`config.mk`:
```
export PLATFORM = sky130hd
export DESIGN_NAME = channel_status_collector
export DESIGN_NICKNAME = d
export VERILOG_FILES = /design/src/rtl/channel_status_collector.sv
export SDC_FILE = /design/constraint.sdc
export NUM_CORES = 1
export LEC_CHECK = 0
export ABC_AREA = 1
export CORE_AREA = 2 2 93 95
export DETAILED_ROUTE_END_ITERATION = 8
export DIE_AREA = 0 0 95 97
export GPL_TIMING_DRIVEN = 1
export PLACE_DENSITY = 0.73
export RECOVER_POWER = 50
export SLEW_MARGIN = 20
export SYNTH_ARGS = -nofsm -noshare
export SYNTH_HDL_FRONTEND = slang
export SYNTH_SLANG_ARGS = --single-unit
```
`constraint.sdc`:
```
create_clock -name clk_60mhz -period 2.85 [get_ports clk_60mhz]
set_input_delay 0.57 -clock clk_60mhz [delete_from_list [all_inputs] [get_ports clk_60mhz]]
set_output_delay 0.57 -clock clk_60mhz [all_outputs]
set_load 0.05 [all_outputs]
```
`src/rtl/channel_status_collector.sv`:
```
// Rebuilds the 192-bit channel-status block of one subframe channel and publishes
// bits 31..0 plus block flags. Define CHSTAT_CRC_EN to build the byte-23 CRCC checker.
//
// state   | meaning
// --------+--------------------------------------------------------------
// IDLE    | waiting for an accepted subframe carrying preamble B
// COLLECT | storing C bits 1..191 of the current block
// CHECK   | one cycle after bit 191; IDLE rules still apply to vin here
module channel_status_collector #(
    parameter logic CHANNEL_SEL = 1'b0,
    parameter int   ERR_CNT_W   = 8
) (
    input  logic                 clk_60mhz,
    input  logic                 rst,
    input  logic                 vin,
    input  logic                 cbit,
    input  logic                 pre_b,
    input  logic                 channel,
    output logic [31:0]          status_word,
    output logic                 status_valid,
    output logic                 professional,
    output logic                 crc_ok,
    output logic                 short_block,
    output logic [ERR_CNT_W-1:0] crc_err_count,
    output logic                 busy
);

    typedef enum logic [1:0] {
        IDLE    = 2'd0,
        COLLECT = 2'd1,
        CHECK   = 2'd2
    } state_t;

    state_t      state;
    state_t      state_nxt;
    logic        accept;
    logic        start;
    logic        store;
    logic        last;
    logic        restart;
    logic        block_ok;
    logic [7:0]  bitcnt;
    logic [31:0] low_bits;

    assign accept = vin && (channel == CHANNEL_SEL);
    assign busy   = (state == COLLECT);

    always_ff @(posedge clk_60mhz) begin
        if (rst) begin
            state <= IDLE;
        end else begin
            state <= state_nxt;
        end
    end

    always_comb begin
        state_nxt = state;
        start     = 1'b0;
        store     = 1'b0;
        last      = 1'b0;
        restart   = 1'b0;
        case (state)
            IDLE, CHECK: begin
                state_nxt = IDLE;
                if (accept && pre_b) begin
                    start     = 1'b1;
                    state_nxt = COLLECT;
                end
            end
            COLLECT: begin
                if (accept) begin
                    if (pre_b) begin
                        start   = 1'b1;
                        restart = 1'b1;
                    end else begin
                        store = 1'b1;
                        if (bitcnt == 8'd191) begin
                            last      = 1'b1;
                            state_nxt = CHECK;
                        end
                    end
                end
            end
            default: state_nxt = IDLE;
        endcase
    end

    // Results are registered on the edge that takes bit 191, so they are visible in CHECK.
    always_ff @(posedge clk_60mhz) begin
        if (rst) begin
            bitcnt       <= 8'd0;
            low_bits     <= 32'd0;
            status_word  <= 32'd0;
            status_valid <= 1'b0;
            professional <= 1'b0;
            crc_ok       <= 1'b0;
            short_block  <= 1'b0;
        end else begin
            status_valid <= 1'b0;
            short_block  <= restart;
            if (start) begin
                bitcnt      <= 8'd1;
                low_bits[0] <= cbit;
            end else if (store) begin
                bitcnt <= bitcnt + 8'd1;
                if (bitcnt < 8'd32) begin
                    low_bits[bitcnt[4:0]] <= cbit;
                end
            end
            if (last) begin
                status_word  <= low_bits;
                professional <= low_bits[0];
                crc_ok       <= block_ok;
                status_valid <= 1'b1;
            end
        end
    end

`ifdef CHSTAT_CRC_EN
    logic [7:0]           crc;
    logic [6:0]           rx_low;
    logic                 crc_match;
    logic [ERR_CNT_W-1:0] err_count;

    function automatic logic [7:0] crc_step(input logic [7:0] c, input logic b);
        logic fb;
        fb = c[7] ^ b;
        return {c[6:0], 1'b0} ^ (fb ? 8'h1D : 8'h00);
    endfunction

    // Bits 184..190 are kept here; bit 191 is taken straight from cbit on the final edge.
    always_ff @(posedge clk_60mhz) begin
        if (rst) begin
            crc    <= 8'hFF;
            rx_low <= 7'd0;
        end else if (start) begin
            crc <= crc_step(8'hFF, cbit);
        end else if (store) begin
            if (bitcnt < 8'd184) begin
                crc <= crc_step(crc, cbit);
            end else begin
                for (int i = 0; i < 7; i++) begin
                    if (bitcnt[2:0] == 3'(i)) begin
                        rx_low[i] <= cbit;
                    end
                end
            end
        end
    end

    assign crc_match = (crc == {cbit, rx_low});
    assign block_ok  = !low_bits[0] || crc_match;

    always_ff @(posedge clk_60mhz) begin
        if (rst) begin
            err_count <= '0;
        end else if (last && !block_ok && (err_count != '1)) begin
            err_count <= err_count + ERR_CNT_W'(1);
        end
    end

    assign crc_err_count = err_count;
`else
    assign block_ok      = 1'b1;
    assign crc_err_count = '0;
`endif

endmodule

```
==> impl_metrics.json, run 1 <==
{
  "initial_utilization": 0.440,
  "synth_cell_type_count": 22,
  "stdcell_count": 691,
  "nets": 592,
  "cts_resized": 0,
  "start_kind": "input port",
  "hold_buffers": 0,
  "cts-root-buf": "clkbuf_8",
  "firstDrtPassIters": 5,
  "fmax_mhz": 420,
  "fin_setup_tns_ps": 0,
  "arrival_ps": 2670,
  "die_y_um": 97,
  "p_per_area_nw_per_um2": 455,
  "grt_pass1_wl_um": 12700,
  "clkTransAtPathRegs_ps": 80,
  "worstMarginPinSlew_ps": 1060,
  "drc": 0,
  "rsz0062_at_grt": "no",
  "coreArea_um2": 8130,
  "fin_hold_ws_ps": 462,
  "dr_wl_met2_um": 3370,
  "syn_to_final_growth_pct": 15.9,
  "status": "completed",
  "die_w_um": 95,
  "p_leak_nw": 1.88,
  "diodes": 0,
  "n_fill_cell": 834,
  "io_buffer_count": 42,
  "drt-wirelength-per-cell_um": 10.6,
  "antenna_found_initial": 0,
  "layout_commonest_cell": "nand2_1",
  "dieArea_um2": 9220,
  "hold_viol": 0,
  "syn_area_um2": 3580,
  "topRoutingLayerUsed": "met4",
  "timing.final.crit_share": 0.836,
  "globalRouteOverflowTotal": 0,
  "max_slew_margin": 0.291,
  "worst-path-max-fanout": 23,
  "viasPerCell": 4.62,
  "reg2reg_depth": 7,
  "ff2ff_setup_slack_ps": 710,
  "vias": 3191,
  "cp-end-kind": "register",
  "io_pins": 51,
  "grt_pass1_vias": 2822,
  "maxSlewViolCount": 0,
  "fin_util": 0.510,
  "fin_crit_ps": 2380,
  "syn_avg_cell_area_um2": 6.53,
  "drive_gt1_frac": 0.0461,
  "hold_depth": 2,
  "required_ps": 3140,
  "critical_path_class": "in2reg",
  "cts.sinks": 77,
  "wl_met1_um": 3470,
  "drtAntennaViolNets": 0,
  "peakVddDrop_uv": 205,
  "setup_viol": 0,
  "cts_buffers": 9,
  "rows": 33,
  "yosys_warnings": 0,
  "syn_inst": 548,
  "grt_max_degree": 53,
  "clk-insertion-delay-late_ps": 350,
  "wl_met3_um": 391,
  "cts_tree": "done",
  "final_cell_mix": "157 x nand2_1, 122 x nor2_1, 77 x dfxtp_1, 62 x inv_1, 42 x nand3_1",
  "routed_wl_um": 7320,
  "fin_skew_ps": 8.77,
  "dpl.hpwl_um": 5060,
  "cts_setup_buffers": 0,
  "drtIter0Drc": 144,
  "dpl.cell_count": 676,
  "ys_ff_latch": 77,
  "clockBufferDepth": 2,
  "seq_area_frac_synth": 0.431,
  "htreeDepth": 3,
  "gp_congestion": 0.873,
  "hold_class": "reg2reg",
  "maxCapViolCount": 0,
  "grt_usage": 0.170
}
worst max-delay path, cell delays in order:
cell and delay (ps):
dlygate4sd3_1 570, clkinv_1 50, clkbuf_1 770, nand2_1 280, inv_1 210, o21ai_0 110, nor2_1 100
power breakdown:
group | switching [W] | internal [W] | total, W
Sequential | 0.00000224 | 0.00108 | 0.00108
Clock | 0.000389 | 0.000329 | 0.000717
Combinational | 0.0000732 | 0.0000182 | 0.0000913
Total | 0.000464 | 0.00142 | 0.00189
cells by family (layout without fill, tap and decap cells):
logic type	Yosys count	in the layout	share of synthesized area
AOI/OAI and AO/OA	37	37	0.0517
xor gates and xnor gates	1	1	0.00245
adders and majority gates	4	4	0.0140
buffers and inverters	97	128	0.124
DFF	77	77	0.431
other	1	8	0.00105
and+or+nand+nor	331	331	0.376
cells in the mapped netlist:
cell | number | area (µm²)
or2_2 | 2 | 12.5
nand3_4 | 1 | 17.5
inv_1 | 62 | 233
nand3_2 | 1 | 10.0
nand3_1 | 41 | 205
o21ai_0 | 7 | 35.0
a21oi_1 | 30 | 150
buf_4 | 10 | 75.1
buf_2 | 10 | 50.1
nand4_1 | 2 | 12.5
nor3_4 | 1 | 16.3
ha_1 | 4 | 50.1
buf_6 | 4 | 45.0
nor2_4 | 1 | 11.3
nor2_1 | 123 | 462
nor3_1 | 2 | 10.0
xor2_1 | 1 | 8.76
conb_1 | 1 | 3.75
dfxtp_1 | 77 | 1540
clkbuf_1 | 10 | 37.5
nand2_1 | 157 | 589
clkinv_1 | 1 | 3.75
sequential cells by signal, summed over array words and instances (netlist names):
name / cells
status_valid: 1
crc_ok: 1
short_block: 1
low_bits: 32
bitcnt: 8
status_word: 32
state: 2
worst paths after layout:
kind,from,end
setup / recovery,rst,bitcnt[4]
setup reg to reg,bitcnt[3],status_word[5]
hold / removal,low_bits[9],low_bits[9]
hold reg to reg,low_bits[9],low_bits[9]
cell type report:
class | instances | area (µm²) | area share
sequential | 77 | 1540 | 0.372
multi-input combinational | 381 | 1600 | 0.386
timing repair buffer | 50 | 474 | 0.114
tap | 105 | 131 | 0.0317
clock buffer | 10 | 138 | 0.0332
inverter | 63 | 236 | 0.0570
clock inverter | 5 | 27.5 | 0.00664
layer usage:
metal | track usage | up-vias
li1 | - | 1709
met1 | 0.230 | 1411
met2 | 0.266 | 61
met3 | 0.0382 | 10
met4 | 0.0580 | 0
met5 | 0 | -
per-stage QoR:
step,total power (W),instance area (µm²),setup slack [ps]
after floorplan,0.00118,3610,1240
after global placement,0.00120,4010,678
after detailed placement,0.00120,4010,606
after CTS,0.00191,4180,543
final,0.00189,4150,468
after global routing,0.00196,4150,280
Power figures use the tool's default switching activity.
==> run 2, diff against run 1 <==
- clock period: 2.85 -> 2.4 ns (I/O delays scaled with it)
==> run 2 against run 1 <==
Compared with the run above: cell area grew 2.6%; clock power grew 67%; final cell count grew 0.14%; clock skew shrank 0.98 ps; die area is the same; total power grew 37%; first-iteration DRC count shrank 12%; largest power group unchanged; highest routed layer unchanged.
==> impl_metrics.json, run 2 (synthesis results as in run 1) <==
{
  "status": "completed",
  "drtAntennaViolNets": 0,
  "dieArea_um2": 9220,
  "start_kind": "register",
  "cts_buffers": 9,
  "timing.final.crit_share": 0.919,
  "max_slew_margin": 0.406,
  "rsz0062_at_grt": "no",
  "dpl.hpwl_um": 5060,
  "vias": 3222,
  "p_per_area_nw_per_um2": 608,
  "clockBufferDepth": 2,
  "arrival_ps": 1730,
  "diodes": 0,
  "post-place-ws_ps": 367,
  "layout_commonest_cell": "nand2_1",
  "peakVddDrop_uv": 431,
  "gp_congestion": 0.879,
  "fmax_mhz": 453,
  "clkTransAtPathRegs_ps": 80,
  "globalRouteOverflowTotal": 0,
  "fin_hold_ws_ps": 465,
  "clk-insertion-delay-late_ps": 350,
  "grt_pass1_wl_um": 12700,
  "drtIter0Drc": 127,
  "worst-path-max-fanout": 7,
  "p_leak_nw": 1.92,
  "fin_setup_tns_ps": 0,
  "grt_pass1_vias": 2893,
  "syn_to_final_growth_pct": 18.9,
  "drive_gt1_frac": 0.0443,
  "cts_tree": "done",
  "die_y_um": 97,
  "r2r-start": "bitcnt[3]",
  "ff2ff_setup_slack_ps": 270,
  "crit_start": "state[0]",
  "worstMarginPinSlew_ps": 891,
  "drt-wirelength-per-cell_um": 10.7,
  "coreArea_um2": 8130,
  "required_ps": 1920,
  "antenna_found_initial": 0,
  "routed_wl_um": 7380,
  "hold_class": "reg2reg",
  "hold_viol": 0,
  "cp-end-kind": "output port",
  "power_w": 0.00259,
  "hold_start": "low_bits[5]",
  "viasPerCell": 4.66,
  "io_pins": 51,
  "rows": 33,
  "drc": 0,
  "htreeDepth": 3,
  "cts.sinks": 77,
  "grt_max_degree": 51,
  "die_w_um": 95,
  "nets": 592,
  "maxSlewViolCount": 0,
  "grt_usage": 0.169,
  "fin_skew_ps": 7.78,
  "hold_buffers": 0,
  "stdcell_count": 692,
  "cts_setup_buffers": 0,
  "firstDrtPassIters": 5,
  "initial_utilization": 0.440,
  "setup_slack_ps": 194,
  "fin_crit_ps": 2210,
  "top_regs": "low_bits x32, status_word x32, bitcnt x8",
  "cts-root-buf": "clkbuf_8",
  "maxCapViolCount": 0,
  "io_buffer_count": 42,
  "final_cell_mix": "157 x nand2_1, 123 x nor2_1, 77 x dfxtp_1, 62 x inv_1, 42 x nand3_1",
  "cts_resized": 0,
  "dpl.cell_count": 676,
  "critical_path_class": "reg2out",
  "setup_viol": 0
}
[run 2: final cells by class]
cell class	instances	area, µm²
clock buffer	11	141
clock inverter	5	106
fill	806	3880
inverter	63	236
multi-input combinational	381	1600
sequential	77	1540
tap	105	131
timing repair buffer	50	502
[run 2: final timing paths]
check / end / depth (start not counted)
max: busy / 3
min: low_bits[5] / 2
max reg2reg: status_word[7] / 6
min reg2reg: low_bits[5] / 2
[run 2: critical path, cell delays in order (launching register included)]
cell and delay (ps):
dfxtp_1 320, inv_1 70, nor2_4 160, clkdlybuf4s50_1 830
[run 2: report_power, final]
group | switching (W) | internal, W | total, W
Clock | 0.000473 | 0.000724 | 0.00120
Sequential | 0.00000241 | 0.00128 | 0.00128
Combinational | 0.0000873 | 0.0000220 | 0.000109
Total | 0.000562 | 0.00202 | 0.00259
[run 2: per-stage QoR]
step	instance area [µm²]	utilization
final	4260	0.523
after global routing	4260	0.523
after CTS	4290	0.527
after detailed placement	4040	0.496
after global placement	4040	0.496
after floorplan	3610	-
[run 2: layer usage]
metal,GRT usage,up-vias,share of wire
li1,-,1710,-
met1,0.217,1409,0.47
met2,0.283,92,0.46
met3,0.0335,11,0.054
met4,0.0535,0,0.013
met5,0,-,0
